--- config.mk ---
export PLATFORM = sky130hd
export DESIGN_NAME = dmem_lsu_ctrl
export DESIGN_NICKNAME = d
export VERILOG_FILES = /design/src/rtl/dmem_lsu_ctrl.sv
export SDC_FILE = /design/constraint.sdc
export NUM_CORES = 1
export LEC_CHECK = 0
export CORE_ASPECT_RATIO = 1.25
export CORE_MARGIN = 2
export CORE_UTILIZATION = 44
export DETAILED_ROUTE_END_ITERATION = 12
export GPL_ROUTABILITY_DRIVEN = 1
export MAX_ROUTING_LAYER = met4
export PLACE_DENSITY = 0.78
export SYNTH_ARGS = -nofsm -noshare
export SYNTH_HDL_FRONTEND = slang
export SYNTH_SLANG_ARGS = --single-unit
--- constraint.sdc ---
create_clock -name clk -period 2.45 [get_ports clk]
set_clock_uncertainty 0.05 [all_clocks]
set_input_delay 0.49 -clock clk [delete_from_list [all_inputs] [get_ports clk]]
set_output_delay 0.49 -clock clk [all_outputs]
set_load 0.01 [all_outputs]
--- src/rtl/dmem_lsu_ctrl.sv ---
// Load/store sequencer between the MEM stage and a registered word-wide data memory.
// Latency: error 1, SW 2, load 3, SB/SH read-modify-write 4 cycles from accept to resp_valid.
// Backpressure: one request in flight; req_ready only in IDLE, stall high whenever not IDLE.
module dmem_lsu_ctrl #(
    parameter int MEM_WORDS = 256
) (
    input  logic        clk,
    input  logic        rst,
    input  logic        req_valid,
    output logic        req_ready,
    input  logic        req_store,
    input  logic [2:0]  req_funct3,
    input  logic [31:0] req_addr,
    input  logic [31:0] req_wdata,
    output logic        resp_valid,
    output logic        resp_err,
    output logic [31:0] resp_rdata,
    output logic        stall,
    output logic        mem_req,
    output logic        mem_we,
    output logic [31:0] mem_addr,
    output logic [31:0] mem_wdata,
    input  logic [31:0] mem_rdata
);

    localparam logic [31:0] MEM_WORDS_U = 32'(MEM_WORDS);

    localparam logic [2:0] F3_B  = 3'b000;
    localparam logic [2:0] F3_H  = 3'b001;
    localparam logic [2:0] F3_W  = 3'b010;
    localparam logic [2:0] F3_BU = 3'b100;
    localparam logic [2:0] F3_HU = 3'b101;

    typedef enum logic [2:0] {
        S_IDLE  = 3'd0,
        S_READ  = 3'd1,
        S_CAPT  = 3'd2,
        S_WRITE = 3'd3,
        S_DONE  = 3'd4
    } state_t;

    state_t      state_q, state_d;

    // Request fields latched at accept; only the low halfword of store data is
    // needed after accept because full-word store data goes straight to wword_q.
    logic        store_q;
    logic [2:0]  funct3_q;
    logic [31:0] addr_q;
    logic [15:0] wdata_q;

    // Word presented on mem_wdata: raw store data for SW, merged word for SB/SH.
    logic [31:0] wword_q;

    logic        resp_err_q;
    logic [31:0] resp_rdata_q;

    logic        accept;
    logic        req_err;
    logic        req_is_sw;
    logic [7:0]  rd_byte;
    logic [15:0] rd_half;
    logic [31:0] load_ext;
    logic [31:0] merged;

    assign accept    = (state_q == S_IDLE) && req_valid;
    assign req_is_sw = req_store && (req_funct3 == F3_W);

    // Classify the incoming request: alignment, unsupported funct3, range.
    always_comb begin
        req_err = 1'b0;
        if (req_store) begin
            if (req_funct3 >= 3'b011) begin
                req_err = 1'b1;
            end else if ((req_funct3 == F3_H) && req_addr[0]) begin
                req_err = 1'b1;
            end else if ((req_funct3 == F3_W) && (req_addr[1:0] != 2'b00)) begin
                req_err = 1'b1;
            end
        end else begin
            unique case (req_funct3)
                F3_B, F3_BU: req_err = 1'b0;
                F3_H, F3_HU: req_err = req_addr[0];
                F3_W:        req_err = (req_addr[1:0] != 2'b00);
                default:     req_err = 1'b1;
            endcase
        end
        if ({2'b00, req_addr[31:2]} >= MEM_WORDS_U) begin
            req_err = 1'b1;
        end
    end

    // Lane selection and extension of the word returned by memory.
    always_comb begin
        unique case (addr_q[1:0])
            2'd0:    rd_byte = mem_rdata[7:0];
            2'd1:    rd_byte = mem_rdata[15:8];
            2'd2:    rd_byte = mem_rdata[23:16];
            default: rd_byte = mem_rdata[31:24];
        endcase
        rd_half = addr_q[1] ? mem_rdata[31:16] : mem_rdata[15:0];
        unique case (funct3_q)
            F3_B:    load_ext = {{24{rd_byte[7]}}, rd_byte};
            F3_H:    load_ext = {{16{rd_half[15]}}, rd_half};
            F3_BU:   load_ext = {24'h000000, rd_byte};
            F3_HU:   load_ext = {16'h0000, rd_half};
            default: load_ext = mem_rdata;
        endcase
    end

    // Merge sub-word store data into the word just read; other lanes keep old data.
    always_comb begin
        merged = mem_rdata;
        if (funct3_q == F3_B) begin
            merged[{addr_q[1:0], 3'b000} +: 8] = wdata_q[7:0];
        end else if (funct3_q == F3_H) begin
            merged[{addr_q[1], 4'b0000} +: 16] = wdata_q;
        end
    end

    // State register; reset aborts any access in flight on the same edge.
    always_ff @(posedge clk) begin
        if (rst) begin
            state_q <= S_IDLE;
        end else begin
            state_q <= state_d;
        end
    end

    // Next-state: errors skip memory, SW skips the read, SB/SH do read-modify-write.
    always_comb begin
        state_d = state_q;
        unique case (state_q)
            S_IDLE: begin
                if (req_valid) begin
                    if (req_err) begin
                        state_d = S_DONE;
                    end else if (req_is_sw) begin
                        state_d = S_WRITE;
                    end else begin
                        state_d = S_READ;
                    end
                end
            end
            S_READ:  state_d = S_CAPT;
            S_CAPT:  state_d = store_q ? S_WRITE : S_DONE;
            S_WRITE: state_d = S_DONE;
            S_DONE:  state_d = S_IDLE;
            default: state_d = S_IDLE;
        endcase
    end

    // Outputs decoded from the current state; address and data come from registers
    // so they stay constant from READ through WRITE.
    always_comb begin
        req_ready  = (state_q == S_IDLE) && !rst;
        stall      = (state_q != S_IDLE);
        resp_valid = (state_q == S_DONE);
        mem_req    = (state_q == S_READ) || (state_q == S_WRITE);
        mem_we     = (state_q == S_WRITE);
        mem_addr   = {2'b00, addr_q[31:2]};
        mem_wdata  = wword_q;
        resp_err   = resp_err_q;
        resp_rdata = resp_rdata_q;
    end

    // Request capture, write-word build and response registers (updated only on
    // the edge entering DONE, so they hold between responses).
    always_ff @(posedge clk) begin
        if (rst) begin
            store_q      <= 1'b0;
            funct3_q     <= 3'b000;
            addr_q       <= 32'h0;
            wdata_q      <= 16'h0;
            wword_q      <= 32'h0;
            resp_err_q   <= 1'b0;
            resp_rdata_q <= 32'h0;
        end else begin
            if (accept) begin
                store_q  <= req_store;
                funct3_q <= req_funct3;
                addr_q   <= req_addr;
                wdata_q  <= req_wdata[15:0];
                wword_q  <= req_wdata;
                if (req_err) begin
                    resp_err_q   <= 1'b1;
                    resp_rdata_q <= 32'h0;
                end
            end
            if (state_q == S_CAPT) begin
                if (store_q) begin
                    wword_q <= merged;
                end else begin
                    resp_err_q   <= 1'b0;
                    resp_rdata_q <= load_ext;
                end
            end
            if (state_q == S_WRITE) begin
                resp_err_q   <= 1'b0;
                resp_rdata_q <= 32'h0;
            end
        end
    end

endmodule
==> results.toml <==
[status]
outcome = "complete, no violations"

[floorplan]
die_h_um = 145
die_w_um = 117
initial_core_util_pct = 45.0
floorplan.rows = 51
core_sq_um = 15600
io_pins = 205
die_area_sq_um = 17000

[synthesis]
syn_avg_cell_area_sq_um = 7.97
synthCells = 883
ys_ff_latch = 120
async_flop_share_pct = 0
ys_warn_count = 0
synth_ff_type = "dfxtp_1"
ys_types = 64
synth_edf_count = 0
mappedNetlistArea_sq_um = 7040
yosysSeqAreaShare_pct = 34.1

[global_route]
grt_overflow = 0
grt_max_degree = 136
grt_pass1_vias = 6738
grt_use_total_pct = 28.4
grt_pass1_wl_mm = 37.2
grt_antenna_before_repair = 0

[critical_path]
reg2reg_slack_ps = 180
cp_top_family = "buffers and inverters"
max_stage_delay_ps = 580
rr_worst_depth = 7
path_cells = "and3b_2, clkdlybuf4s50_1"
path_buf_inv = 1
cp-end-kind = "output pin"
crit_path_max_fanout = 10
timing.rr.start = "addr_q[1]"
crit_path_start_kind = "flip-flop"
cpMaxStageDelayCell = "clkdlybuf4s50_1"
path_class = "reg -> out"
rr_endpoint = "resp_rdata[28]"
critPathRequiredTime_ps = 1910
worstPathArrival_ps = 1820

[drt]
wl_met2_mm = 11.5
drt-wirelength-per-cell_um = 19.0
first_pass_iters = 6
wl_met1_mm = 9.72
ant_nets = 0
wirelength_mm = 23.8
via_per_inst = 5.91
drc = 0
routed.top_layer = "met4"
dr_wl_met3_mm = 1.84
drt_iter0_markers = 799
vias = 7420

[power]
p_sw_share_pct = 27.0
ir_worst_vdd_mv = 0.406
p_int_w = 0.00402
p_leak_nw = 3.54
power_density_nw_per_um2 = 569
p_sw_w = 0.00149
p_seq_share_pct = 38.2
report.power.total_w = 0.00551
pwr-share-comb_pct = 17.6
clockPowerShare_pct = 44.2

[final_layout]
finalNonFillerCells = 1256
drive_gt1_share_pct = 10.8
area_growth_pct = 37.7
nets = 1142
diodes = 0

[place]
dpl.hpwl_mm = 16.7
io_buffers = 202
dp.cells = 1226
place_congestion = 0.939

[clock_network]
h-tree-depth = 4
hold_buffers = 0
root_buffer = "clkbuf_16"
cts_tree = "yes"
clk_latency_ps = 430
clock-sinks = 120
path_clk_slew_ps = 60
cts_buffers = 17
clock_path_buffers = 2

[sta]
clock.fmax_ghz = 0.423
max_slew_margin_pct = 47.3
maxSlewViolCount = 0
hold_viol_final = 0
min_period_ps = 2360
tightest_slew_ps = 788
grt_setup_unrepaired = "false"
setup_viol = 0
fin_crit_sh_pct = 96.5

[worst_hold_path]
whs_path_depth = 2
min_from = "addr_q[28]"
min_to = "addr_q[28]"
hold_class = "reg -> reg"

[flow_run]
cap_violations = 0
[stage by stage]
stage	util (%)	instance area [sq um]	TNS (ps)	hold slack [ps]	setup WS [ps]
floorplan	-	7050	0	387	26.0
global placement	58.3	9110	-1800	391	-116
detailed placement	58.3	9110	-1860	397	-90.7
CTS	61.9	9680	0	404	16.2
global route	62.0	9690	0	420	21.1
finish	62.0	9690	0	401	86.2
[power by group through the flow]
stage	combinational [W]	clock (W)	sequential [W]
after floorplan	0.000511	0	0.00214
after global routing	0.00104	0.00255	0.00212
after detailed placement	0.000953	0	0.00214
after global placement	0.000942	0	0.00214
final	0.000969	0.00244	0.00210
after CTS	0.000958	0.00247	0.00210
[Yosys cell counts, types with 3 or more instances]
cell | number | area [sq um]
a221oi_1 | 39 | 342
inv_1 | 7 | 26.3
nand2b_1 | 11 | 68.8
ha_1 | 6 | 75.1
buf_4 | 38 | 285
a2111oi_0 | 5 | 43.8
a311oi_1 | 8 | 70.1
nor4_1 | 17 | 106
a22o_1 | 5 | 43.8
a21oi_1 | 79 | 395
nor3b_1 | 3 | 22.5
nand3_1 | 21 | 105
mux2_2 | 15 | 169
buf_2 | 22 | 110
or3_1 | 10 | 62.6
nand3b_1 | 22 | 165
nor3_2 | 3 | 30.0
nand2_1 | 186 | 698
a311o_1 | 15 | 150
nor2b_1 | 3 | 18.8
clkbuf_1 | 47 | 176
o31ai_1 | 16 | 120
nand4_1 | 20 | 125
a22oi_1 | 8 | 60.1
nor2_1 | 15 | 56.3
buf_1 | 9 | 33.8
o21ai_0 | 19 | 95.1
and2_1 | 22 | 138
or4b_1 | 3 | 30.0
a21o_1 | 16 | 120
a211o_1 | 8 | 70.1
mux2i_1 | 9 | 90.1
dfxtp_1 | 120 | 2400
nor4b_1 | 19 | 166
[metal layers]
| metal | vias to the layer above | GRT usage [%] |
|---|---|---|
| li1 | 3515 | - |
| met1 | 3490 | 37.4 |
| met2 | 367 | 43.4 |
| met3 | 48 | 4.46 |
| met4 | 0 | 11.1 |
| met5 | - | - |
[logic make-up (layout without fill, tap and decap cells)]
logic type | Yosys count | after routing | synth area share [%]
flops | 120 | 120 | 34.1
buf+inv | 125 | 285 | 9.20
mux | 24 | 24 | 3.68
simple gates | 373 | 373 | 28.3
fa+ha+maj | 6 | 6 | 1.07
other cells | 1 | 2 | 0.0533
compound gates | 234 | 234 | 23.6
[state kept, by name, summed over array words and instances (netlist names)]
register    cells
addr_q         32
mem_wdata      32
resp_rdata     32
wdata_q        16
funct3_q        3
state_q         3
resp_err        1
store_q         1
[layout by cell type (no fill, tap or decap), types with 17 or more instances in the layout]
cell               n
a21oi_1           79
nand3_1           21
nor4_1            17
nand4_1           20
o21ai_0           18
nand2_1          186
a221oi_1          39
clkbuf_16         17
nand3b_1          22
dfxtp_1          117
clkdlybuf4s50_1  200
nor4b_1           19
buf_4             43
and2_1            22
[what timing repair did]
item	CTS	global route
gates resized for setup	3	4
buffers inserted	0	0
endpoints found under the setup margin	2	22
pin swaps	0	1
[tightest hold or removal path: cells and delay by family (launching register included)]
family           cells  cell delay [ps]
flip-flops           1              310
AND/OR/NAND/NOR      1               50
AO/OA/AOI/OAI        1               50
[worst max-delay path by stage]
stage	start	slack [ps]	cells after the start	endpoint
final	state_q[2]	90	2	mem_we
after global routing	addr_q[1]	20	7	resp_rdata[28]
after CTS	state_q[1]	20	2	mem_we
after detailed placement	mem_rdata[23]	-90	6	resp_rdata[12]
after global placement	mem_rdata[23]	-120	6	resp_rdata[12]
after floorplan	addr_q[1]	30	9	resp_rdata[12]
[final cells by class]
class                           count  area [sq um]
Fill cell                        1410          5940
Sequential cell                   120          2410
Timing Repair Buffer              248          2410
Multi-Input combinational cell    639          4010
Clock inverter                     11           126
Clock buffer                       19           443
Tap cell                          212           265
Inverter                            7          26.3
No activity file was read; power rests on OpenSTA's default activity.
